[src/rtl/parking_time_log_if.sv]
// Request/response bundle for the parking time logger.
// Master issues entry/exit requests with the timer; slave reports slot state.
interface parking_time_log_if #(
    parameter int TW    = 11,
    parameter int SLOTS = 4,
    parameter int SW    = $clog2(SLOTS)
);
    logic [TW-1:0]    timer;
    logic             entry_valid;
    logic [SW-1:0]    entry_slot;
    logic             exit_valid;
    logic [SW-1:0]    exit_slot;
    logic [SLOTS-1:0] occupied;
    logic [SW:0]      occ_count;
    logic             full;
    logic [TW-1:0]    duration;
    logic             duration_valid;
    logic             err_entry;
    logic             err_exit;

    modport master (
        output timer, entry_valid, entry_slot, exit_valid, exit_slot,
        input  occupied, occ_count, full, duration, duration_valid,
        input  err_entry, err_exit
    );

    modport slave (
        input  timer, entry_valid, entry_slot, exit_valid, exit_slot,
        output occupied, occ_count, full, duration, duration_valid,
        output err_entry, err_exit
    );
endinterface

[src/rtl/parking_time_log.sv]
// Per-slot entry timestamp log; reports elapsed time on exit.
// All outputs registered, one cycle after the request edge.
module parking_time_log #(
    parameter int TW    = 11,
    parameter int SLOTS = 4,
    parameter int SW    = $clog2(SLOTS)
) (
    input  logic                clk,
    input  logic                reset,
    parking_time_log_if.slave   bus
);
    logic [SLOTS-1:0] occupied_q, occupied_d;
    logic [TW-1:0]    stamp_q [SLOTS];
    logic [TW-1:0]    stamp_d [SLOTS];
    logic [SW:0]      occ_count_q, occ_count_d;
    logic             full_q, full_d;
    logic [TW-1:0]    duration_q, duration_d;
    logic             duration_valid_q, duration_valid_d;
    logic             err_entry_q, err_entry_d;
    logic             err_exit_q, err_exit_d;

    logic entry_in, exit_in, entry_ok, exit_ok;

    assign entry_in = bus.entry_valid &&
                      ({1'b0, bus.entry_slot} < (SW+1)'(SLOTS));
    assign exit_in  = bus.exit_valid &&
                      ({1'b0, bus.exit_slot} < (SW+1)'(SLOTS));

    // Exit is evaluated first so a same-slot entry can re-arm a BUSY slot.
    assign exit_ok  = exit_in && occupied_q[bus.exit_slot];
    assign entry_ok = entry_in &&
                      (!occupied_q[bus.entry_slot] ||
                       (exit_ok && bus.exit_slot == bus.entry_slot));

    always_comb begin
        occupied_d       = occupied_q;
        stamp_d          = stamp_q;
        duration_d       = duration_q;
        duration_valid_d = exit_ok;
        err_entry_d      = bus.entry_valid && !entry_ok;
        err_exit_d       = bus.exit_valid && !exit_ok;
        occ_count_d      = '0;
        if (exit_ok) begin
            occupied_d[bus.exit_slot] = 1'b0;
            duration_d = bus.timer - stamp_q[bus.exit_slot];
        end
        if (entry_ok) begin
            occupied_d[bus.entry_slot] = 1'b1;
            stamp_d[bus.entry_slot]    = bus.timer;
        end
        for (int i = 0; i < SLOTS; i++)
            occ_count_d = occ_count_d + (SW+1)'(occupied_d[i]);
        full_d = (occ_count_d == (SW+1)'(SLOTS));
    end

    always_ff @(posedge clk) begin
        if (!reset) begin
            occupied_q       <= '0;
            stamp_q          <= '{default: '0};
            occ_count_q      <= '0;
            full_q           <= 1'b0;
            duration_q       <= '0;
            duration_valid_q <= 1'b0;
            err_entry_q      <= 1'b0;
            err_exit_q       <= 1'b0;
        end else begin
            occupied_q       <= occupied_d;
            stamp_q          <= stamp_d;
            occ_count_q      <= occ_count_d;
            full_q           <= full_d;
            duration_q       <= duration_d;
            duration_valid_q <= duration_valid_d;
            err_entry_q      <= err_entry_d;
            err_exit_q       <= err_exit_d;
        end
    end

    assign bus.occupied       = occupied_q;
    assign bus.occ_count      = occ_count_q;
    assign bus.full           = full_q;
    assign bus.duration       = duration_q;
    assign bus.duration_valid = duration_valid_q;
    assign bus.err_entry      = err_entry_q;
    assign bus.err_exit       = err_exit_q;
endmodule

[src/flat_wrapper.sv]
// flat-port wrapper written by rule: the top's interface ports become plain ports
module parking_time_log_flat 
#(
    parameter int TW    = 11,
    parameter int SLOTS = 4,
    parameter int SW    = $clog2(SLOTS)
)
  (clk, reset, bus_timer, bus_entry_valid, bus_entry_slot, bus_exit_valid, bus_exit_slot, bus_occupied, bus_occ_count, bus_full, bus_duration, bus_duration_valid, bus_err_entry, bus_err_exit);
  parking_time_log_if #(.TW(TW), .SLOTS(SLOTS), .SW(SW)) bus_i ();
  input  logic clk;
  input  logic reset;
  input wire logic [$bits(bus_i.timer)-1:0] bus_timer;
  input wire logic [$bits(bus_i.entry_valid)-1:0] bus_entry_valid;
  input wire logic [$bits(bus_i.entry_slot)-1:0] bus_entry_slot;
  input wire logic [$bits(bus_i.exit_valid)-1:0] bus_exit_valid;
  input wire logic [$bits(bus_i.exit_slot)-1:0] bus_exit_slot;
  output wire logic [$bits(bus_i.occupied)-1:0] bus_occupied;
  output wire logic [$bits(bus_i.occ_count)-1:0] bus_occ_count;
  output wire logic [$bits(bus_i.full)-1:0] bus_full;
  output wire logic [$bits(bus_i.duration)-1:0] bus_duration;
  output wire logic [$bits(bus_i.duration_valid)-1:0] bus_duration_valid;
  output wire logic [$bits(bus_i.err_entry)-1:0] bus_err_entry;
  output wire logic [$bits(bus_i.err_exit)-1:0] bus_err_exit;
  assign bus_i.timer = bus_timer;
  assign bus_i.entry_valid = bus_entry_valid;
  assign bus_i.entry_slot = bus_entry_slot;
  assign bus_i.exit_valid = bus_exit_valid;
  assign bus_i.exit_slot = bus_exit_slot;
  assign bus_occupied = bus_i.occupied;
  assign bus_occ_count = bus_i.occ_count;
  assign bus_full = bus_i.full;
  assign bus_duration = bus_i.duration;
  assign bus_duration_valid = bus_i.duration_valid;
  assign bus_err_entry = bus_i.err_entry;
  assign bus_err_exit = bus_i.err_exit;
  parking_time_log #(.TW(TW), .SLOTS(SLOTS), .SW(SW)) u_core (.clk(clk), .reset(reset), .bus(bus_i));
endmodule
[config.mk]
export PLATFORM = sky130hd
export DESIGN_NAME = parking_time_log_flat
export DESIGN_NICKNAME = d
export VERILOG_FILES = /design/src/rtl/parking_time_log_if.sv /design/src/rtl/parking_time_log.sv /design/src/flat_wrapper.sv
export SDC_FILE = /design/constraint.sdc
export NUM_CORES = 1
export LEC_CHECK = 0
export CORE_ASPECT_RATIO = 0.6
export CORE_UTILIZATION = 35
export DETAILED_ROUTE_END_ITERATION = 6
export SLEW_MARGIN = 20
export SYNTH_ARGS = -nofsm -noshare
export SYNTH_HDL_FRONTEND = slang
export SYNTH_SLANG_ARGS = --single-unit
[constraint.sdc]
create_clock -name clk -period 6.16 [get_ports clk]
set_input_delay 0.616 -clock clk [delete_from_list [all_inputs] [get_ports clk]]
set_output_delay 0.616 -clock clk [all_outputs]
set_load 0.02 [all_outputs]
-- Yosys cells after proc, flatten, opt, wreduce, memory -nomap -nowiden
Cells that the tools add are included.
Widths: inputs -> output; s select.
- add/sub/neg operators: 4
- multiply operators: 0
- divide/modulo/power cells: 0
- $lt $le $gt $ge: 7
- equal/unequal tests: 2
- shift-type cells: 0
- muxes and demuxes: 16
- bitwise logic cells: 5
- reductions and logical operators: 12
- operators by type and width (operator ; number):
    $bwmux 44 ; 1
    $mux 11 ; 3
    $bmux 11 s2 ; 1
    $demux 11 s2 ; 1
    $sub 11x11->11 ; 1
    $logic_and 1x1->1 ; 8
    $mux 4 ; 2
    $add 3x1->3 ; 2
    $ge 3x3->1 const B ; 2
    $lt 2x3->1 const B ; 2
    $not 2->3 ; 2
    $and 4x4->4 ; 1
    $bmux 1 s2 ; 2
    $demux 1 s2 ; 2
    $ge 2x1->1 const B ; 2
    $mux 1 ; 4
    $not 4->4 ; 1
    $or 4x4->4 ; 1
    $eq 3x3->1 const B ; 1
    $logic_not 1->1 ; 3
    $lt 3x1->1 const B ; 1
    $add 1x1->2 ; 1
    $eq 2x2->1 ; 1
    $logic_or 1x1->1 ; 1
- bits in registers: 66
- bits in latches: 0
- RAM bits: 0
- ROM bits: 0
- word-level logic and storage cells: 57
- memories: 0

-- Longest topological paths before layout
Gate-level depths: netlist (run 1).
- word-level depth: 13
- gate-level depth with buffers: 15
- depth with buffers taken out: 12

-- Worst setup path before layout (run 1)
Ideal clock, no wire load.
- kind: input-to-reg
- from: in bus_exit_slot[0]
- to: reg u_core.duration_q[4], in the netlist u_core.bus.duration[4]
- library setup time: 0.076 ns
- arrival time: 3.011 ns
- path slack: 3.073 ns
- stages: 10
- buffers on the path: 2
- cells stage by stage: buf_6 -> buf_2 -> mux4_2 -> ha_1 -> fa_1 -> nor2b_1 -> o21a_1 -> nor3_1 -> or3b_2 -> a21boi_0
- word-level cells in the longest chain between the ends: 5
- elaborated cells on any way between the ends: 8
- classes of those cells: 1 x add/sub; 5 x mux; 1 x bitwise; 1 x reduce/logical
- ends and longest elaborated chain (what ; RTL line ; RTL):
    from (decl) ; flat_wrapper.sv:16 ; input wire logic [$bits(bus_i.exit_slot)-1:0] bus_exit_slot;
    $not 2->3 (implied by the code) ; parking_time_log.sv:45 ; duration_d = bus.timer - stamp_q[bus.exit_slot];
    $bmux 11 s2 ; parking_time_log.sv:45 ;
    $mux 11 (implied by the code) (2 in a row) ; parking_time_log.sv:45 ;
    $sub 11x11->11 ; parking_time_log.sv:45 ;
    to (signal assigned) ; parking_time_log.sv:71 ; duration_q <= duration_d;
    to (decl) ; parking_time_log.sv:17 ; logic [TW-1:0] duration_q, duration_d;
Several ways; a longest one is shown, not always the timed one. The select of a mux whose other input is x is not followed.
A chain may end at the register's enable or synchronous reset.

-- Final worst setup path (run 1)
- from: in bus_exit_slot[1]
- to: reg u_core.full_q, in the netlist u_core.bus.full
- word-level cells in the longest chain between the ends: 13
- elaborated cells on any way between the ends: 21
- classes of those cells: 3 x add/sub; 2 x order compare; 2 x eq/ne; 6 x mux; 3 x bitwise; 5 x reduce/logical
- ends and longest elaborated chain (what ; RTL line ; RTL):
    $lt 2x3->1 (implied by the code) or $ge 2x1->1 (tied branches) ; parking_time_log.sv:44 ; occupied_d[bus.exit_slot] = 1'b0;
    $logic_and 1x1->1 (implied by the code) ; parking_time_log.sv:44 ;
    $mux 1 (implied by the code) ; parking_time_log.sv:44 ;
    $demux 1 s2 ; -- ;
    $not 4->4 (no line) ; -- ;
    $and 4x4->4 (no line) ; -- ;
    $mux 4 ; parking_time_log.sv:43 ; if (exit_ok) begin
    $or 4x4->4 (no line) ; -- ;
    $mux 4 (*) ; parking_time_log.sv:47 ; if (entry_ok) begin
    net u_core.occupied_d[0] ; parking_time_log.sv:12 ; logic [SLOTS-1:0] occupied_q, occupied_d;
    $add 1x1->2 (*) ; parking_time_log.sv:52 ; occ_count_d = occ_count_d + (SW+1)'(occupied_d[i]);
    $add 3x1->3 (*) (2 in a row) ; parking_time_log.sv:52 ;
    net u_core.occ_count_d[1] ; parking_time_log.sv:15 ; logic [SW:0] occ_count_q, occ_count_d;
    $eq 3x3->1 (*) ; parking_time_log.sv:53 ; full_d = (occ_count_d == (SW+1)'(SLOTS));
    to (signal assigned) ; parking_time_log.sv:70 ; full_q <= full_d;
    to (decl) ; parking_time_log.sv:16 ; logic full_q, full_d;
Mark *: on every way through the listed nets, which the timed path passes. The rest lies on a longest branch. The select of a mux whose other input is x is not followed.

==> results of run 1 <==
-- report_power, final --
group | internal [W] | switching (W) | leakage (nW)
Clock | 0.000353 | 0.000195 | 0.151
Combinational | 0.0000668 | 0.0000806 | 1.10
Sequential | 0.000443 | 0.00000859 | 0.536
Total | 0.000863 | 0.000284 | 1.79
-- worst max-delay path, delay by kind of cell --
| kind | cells | cell delay, ps |
|---|---|---|
| AOI/OAI and AO/OA | 2 | 1110 |
| adders and majority gates | 3 | 740 |
| buffers and inverters | 3 | 1080 |
| and+or+nand+nor | 4 | 820 |
-- cell type report --
type                            instances  area [µm²]  share of cell area (%)
Clock inverter                          7        93.8                    2.27
Multi-Input combinational cell        233        1850                    44.8
Timing Repair Buffer                   42         410                    9.95
Sequential cell                        66        1320                    32.0
Clock buffer                            9         225                    5.46
Inverter                               17        63.8                    1.55
Tap cell                              130         163                    3.94
-- flip-flops by register name (all words and copies together) (netlist names) --
register	flops
u_core.stamp_q	44
u_core.bus.duration	11
u_core.bus.occupied	4
u_core.bus.occ_count	3
u_core.bus.duration_valid	1
u_core.bus.err_entry	1
u_core.bus.err_exit	1
u_core.bus.full	1
-- per-stage QoR --
| step | std cells | hold slack [ps] | power (W) | setup slack (ps) |
|---|---|---|---|---|
| 2_1_floorplan | 339 | 435 | 0.000563 | 3070 |
| 3_3_place_gp | 488 | 443 | 0.000607 | 1810 |
| 3_5_place_dp | 488 | 451 | 0.000608 | 1700 |
| 4_1_cts | 504 | 461 | 0.00116 | 2040 |
| 5_1_grt | 504 | 476 | 0.00119 | 1810 |
| 6_report | 504 | 460 | 0.00115 | 2060 |
-- worst max path at each step --
stage,startpoint,to,depth (start not counted)
finish,bus_exit_slot[1],u_core.bus.full$_SDFF_PN0_,12
global route,bus_exit_slot[1],u_core.bus.full$_SDFF_PN0_,12
CTS,bus_exit_slot[1],u_core.bus.full$_SDFF_PN0_,12
detailed placement,bus_exit_slot[1],u_core.bus.full$_SDFF_PN0_,12
global placement,bus_exit_slot[1],u_core.bus.full$_SDFF_PN0_,12
floorplan,bus_exit_slot[0],u_core.bus.duration[4]$_SDFFE_PN0N_,10
-- metal layers --
layer | wire [µm] | vias up
met5 | 0 | -
met4 | 80 | 0
met3 | 397 | 9
met2 | 3200 | 49
met1 | 3950 | 1247
li1 | - | 1250
-- placed cells by master (no fill, tap or decap), drive strengths merged, types with 5 or more instances in the layout --
master and count:
nor2b 5, mux4 12, ha 12, inv 17, o21ai 6, a21oi 6, mux2i 46, a21o 5
a21boi 8, dfxtp 66, clkbuf 9, nand2 68, clkdlybuf4s50 39, and2 5, nand3 12
-- logic make-up after synthesis --
kind of cell | after synthesis | synth area share (%)
AND/OR/NAND/NOR | 106 | 14.8
flip-flops | 66 | 39.0
multiplexers | 59 | 21.9
AO/OA/AOI/OAI | 51 | 11.4
buffers and inverters | 40 | 6.46
adder cells (fa/ha/maj) | 14 | 5.61
XOR/XNOR | 3 | 0.776
==> results.tsv, run 1 <==
metric	value	unit
status	finished, final reports clean	
# DRC	0	
CTS Buffer Depth	2	
Post-synth EDFFs	0	
global-route wire length before repair	12.3	mm
drt first pass iters	4	
WHS Endpoint	u_core.stamp_q[35]$_SDFFE_PN0P_	
TritonCTS clock tree	done	
via/cell ratio	5.07	
Power Density	278	nW/µm²
Syn Inst Count	339	
slowest cell on the critical path	clkdlybuf4s50_1	
peak supply drop	0.136	mV
antenna cell count	0	
hpwl dp	5.37	mm
Setup TNS	0	ps
placed cell area	3810	µm²
clock buffer count from CTS	9	
core area	9290	µm²
Critical Path Start Type	input port	
hold path cells	2	
top-area cell type share of the netlist area	39.0	%
grt met3 use	5.25	%
arrival time at the worst endpoint	4380	ps
Largest stage delay, worst path	970	ps
GRT Residual Overflow	0	
Max Cap Viol	0	
largest net degree at the start of global routing	53	
initial antenna violation count	0	
reg-to-reg startpoint	u_core.bus.occupied[2]$_SDFF_PN0_	
num ports	41	
Area Growth Syn to Fin	21.8	%
grt peak-use layer	met2	
CP Capture Type	flop	
Hold Crit Class	reg -> reg	
final net count	402	
fraction of registers with async set/reset	0	%
mapped cell area	3390	µm²
Fmax	0.244	GHz
CTS Sinks	66	
cell with the most instances after synthesis	nand2_1	
Post-synth top cells	nand2_1 (68), dfxtp_1 (66), mux2i_1 (46)	
PortBufs	40	
period utilisation layout	66.6	%
Main synth FF type	dfxtp_1	
Clk pin slew, worst setup/hold paths	50	ps
Clock Skew	3.63	ps
WS Path Type	in -> reg	
Final Util	44.4	%
GR Util met1	22.6	%
r2r setup slk	3020	ps
Hold Crit Start	u_core.stamp_q[35]$_SDFFE_PN0P_	
DIE HEIGHT	78.2	µm
Tmin final	4100	ps
CTS root buf	clkbuf_16	
Seq/Total Area, Yosys	39.0	%
synthesized flop and latch total	66	
Post-Route WL	7.63	mm
vias in the first global route	2399	
RSZ-0062 raised after global routing	false	
Hold Fails Final Rpt	0	
Synth Warn #	0	
Detailed Route Iter0 Violations	130	
Slew Viols, Final	0	
Register-to-Register Path Depth	11	
Initial Util	36.5	%
FF-to-FF End	u_core.bus.full$_SDFF_PN0_	
CP Max Fanout	15	
crit-path cells	clkdlybuf4s50_1 > nand2_1 > o22ai_4 > nand3_4 > a211o_1 > nand2_1 > ha_1 > inv_1 > fa_1 > inv_1 > ha_1 > and3b_1	
Final setup viols	0	
Critical Path RT	6440	ps
FP Rows	27	
post-route cell area	4130	µm²
Worst Tran Pin Value	886	ps
hold buffers post-CTS	0	
post-route ant nets	0	
Post-CTS Resized	0	
clk_lat worst skew	330	ps
DIE AREA	10100	µm²
Mapped Avg Cell Area	9.99	µm²
H-Tree Level Count	3	
share of post-route cells with drive strength above 1	10.2	%
met2 usage	23.7	%
die width	129	µm
gr usage total	16.3	%
gpl congestion	0.798	
# fillers	869	
Yosys top cell by area	dfxtp_1	
Slew Limit Headroom	40.9	%
Wirelength per Cell	15.1	µm
DR vias	2555	
syn_nets	372	
synth top area cells	dfxtp_1 (39%), mux2i_1 (14%), mux4_2 (8.0%)	
post-CTS setup buffer count	0	
Synth cell types	42	
P_leak	1.79	nW
No activity file was read; power rests on OpenSTA's default activity.
==> run 2, diff against run 1 <==
- clock period: 6.16 -> 3.55 ns (I/O delays scaled with it)
==> run 2 against run 1 <==
Power up 76%. Clock skew up 2.5 ps. Setup slack worse by 1400 ps. Register-to-register slack worse by 2000 ps. Worst hold slack worse by 2.8 ps. First-iteration DRC count up 32%. Global-route usage up 1.1 points. Sequential share of layout area down 0.63 points. Critical path type unchanged.
==> results.tsv, run 2 (synthesis results as in run 1) <==
metric	value	unit	change
Max Cap Viol	0		unchanged
GRT Residual Overflow	0		unchanged
period utilisation layout	82.3	%	
Post-CTS Resized	0		unchanged
# DRC	0		unchanged
TritonCTS clock tree	done		unchanged
Largest stage delay, worst path	590	ps	was 970 ps
DR vias	2584		was 2555
gpl congestion	0.836		was 0.798
FP Rows	27		unchanged
Critical Path Start Type	input port		unchanged
Setup TNS	0	ps	unchanged
post-route cell area	4210	µm²	was 4130 µm²
clk_lat worst skew	340	ps	was 330 ps
Hold Crit Class	in -> reg		was reg -> reg
Area Growth Syn to Fin	24.2	%	was 21.8%
slowest cell on the critical path	clkdlybuf4s50_1		unchanged
post-CTS setup buffer count	0		unchanged
CP Buf/Inv Count	4		was 3
status	finished, final reports clean		unchanged
delay-heaviest family, CP	buffers and inverters		was compound AO/OA/AOI/OAI gates
Initial Util	36.5	%	unchanged
H-Tree Level Count	3		unchanged
Tmin final	2920	ps	
post-route ant nets	0		unchanged
arrival time at the worst endpoint	3200	ps	was 4380 ps
core area	9290	µm²	unchanged
die width	129	µm	unchanged
crit-path cells	clkdlybuf4s50_1 > buf_4 > mux2i_1 > o22ai_4 > nand3_4 > a211o_1 > nand2_1 > ha_1 > inv_1 > fa_1 > inv_1 > ha_1 > and3b_1		was clkdlybuf4s50_1 > nand2_1 > o22ai_4 > nand3_4 > a211o_1 > nand2_1 > ha_1 > inv_1 > fa_1 > inv_1 > ha_1 > and3b_1
Slew Limit Headroom	73.1	%	was 40.9%
Worst Tran Pin Value	392	ps	was 886 ps
via/cell ratio	5.05		was 5.07
Clk pin slew, worst setup/hold paths	50	ps	about the same
WS Path Type	in -> reg		unchanged
placed instance count	496		was 488
hold buffers post-CTS	0		unchanged
P_leak	1.83	nW	was 1.79 nW
Clock Skew	6.11	ps	was 3.63 ps
num ports	41		unchanged
peak supply drop	0.283	mV	was 0.136 mV
Final setup viols	0		unchanged
Fmax	0.342	GHz	
gr usage total	17.4	%	was 16.3%
final net count	410		was 402
share of post-route cells with drive strength above 1	12.0	%	was 10.2%
largest net degree at the start of global routing	36		was 53
PortBufs	40		unchanged
max reg flops	44		unchanged
Critical Path RT	3830	ps	was 6440 ps
antenna cell count	0		unchanged
Top reg by flops	u_core.stamp_q		unchanged
DIE AREA	10100	µm²	unchanged
Hold Fails Final Rpt	0		unchanged
vias in the first global route	2514		was 2399
Detailed Route Iter0 Violations	171		was 130
RSZ-0062 raised after global routing	false		unchanged
hpwl dp	5.66	mm	was 5.37 mm
initial antenna violation count	0		unchanged
CP Max Fanout	7		was 15
most common cell after layout, fill and taps aside	nand2_1		unchanged
CTS Buffer Depth	2		unchanged
drt first pass iters	4		unchanged
global-route wire length before repair	13.0	mm	was 12.3 mm
non-filler cells, final	512		was 504
Power, Total	0.00202	W	was 0.00115 W
placed cell area	3880	µm²	was 3810 µm²
worst hold margin	457	ps	was 460 ps
DIE HEIGHT	78.2	µm	unchanged
Wirelength per Cell	15.5	µm	was 15.1 µm
CP Capture Type	flop		unchanged
Power Density	480	nW/µm²	was 278 nW/µm²
CTS root buf	clkbuf_16		unchanged
Post-Route WL	7.93	mm	was 7.63 mm
clock buffer count from CTS	9		unchanged
Slew Viols, Final	0		unchanged
commonest non-fill, non-tap cells in the layout	nand2_1 (68), dfxtp_1 (66), mux2i_1 (46)		unchanged
CTS Sinks	66		unchanged
## run 2: path summary, 6_finish.rpt
| path | from | endpoint | cells after the start | slack, ps |
|---|---|---|---|---|
| setup / recovery | bus_exit_slot[0] | u_core.bus.full$_SDFF_PN0_ | 13 | 630 |
| hold / removal | reset | u_core.bus.duration[1]$_SDFFE_PN0N_ | 2 | 460 |
| setup reg to reg | u_core.stamp_q[0]$_SDFFE_PN0P_ | u_core.bus.duration[4]$_SDFFE_PN0N_ | 8 | 1000 |
| hold reg to reg | u_core.stamp_q[18]$_SDFFE_PN0P_ | u_core.stamp_q[18]$_SDFFE_PN0P_ | 2 | 460 |
## run 2: per-stage QoR
step | setup WS (ps) | utilization, %
after global routing | 449 | 45.3
final | 628 | 45.3
after CTS | 624 | 45.3
after detailed placement | 283 | 41.8
after global placement | 318 | 41.8
after floorplan | 724 | -
## run 2: where the power goes
part | internal (W) | switching [W] | total (W)
combinational | 0.000121 | 0.000142 | 0.000263
sequential | 0.000769 | 0.0000157 | 0.000785
clock | 0.000633 | 0.000339 | 0.000972
## run 2: final cells by class
| cell class | count | area, µm² |
|---|---|---|
| Sequential cell | 66 | 1320 |
| Clock inverter | 6 | 90.1 |
| Timing Repair Buffer | 50 | 483 |
| Inverter | 17 | 63.8 |
| Fill cell | 875 | 5080 |
| Multi-Input combinational cell | 233 | 1850 |
| Clock buffer | 10 | 239 |
| Tap cell | 130 | 163 |
## run 2: layer usage
metal	global-route usage, %	routed length, µm	vias up	part of all wire [%]
met5	0	0	-	0
met4	6.71	162	0	2.0
met3	5.86	489	14	6.2
met2	26.4	3370	70	43
met1	22.6	3900	1237	49
li1	-	-	1263	-
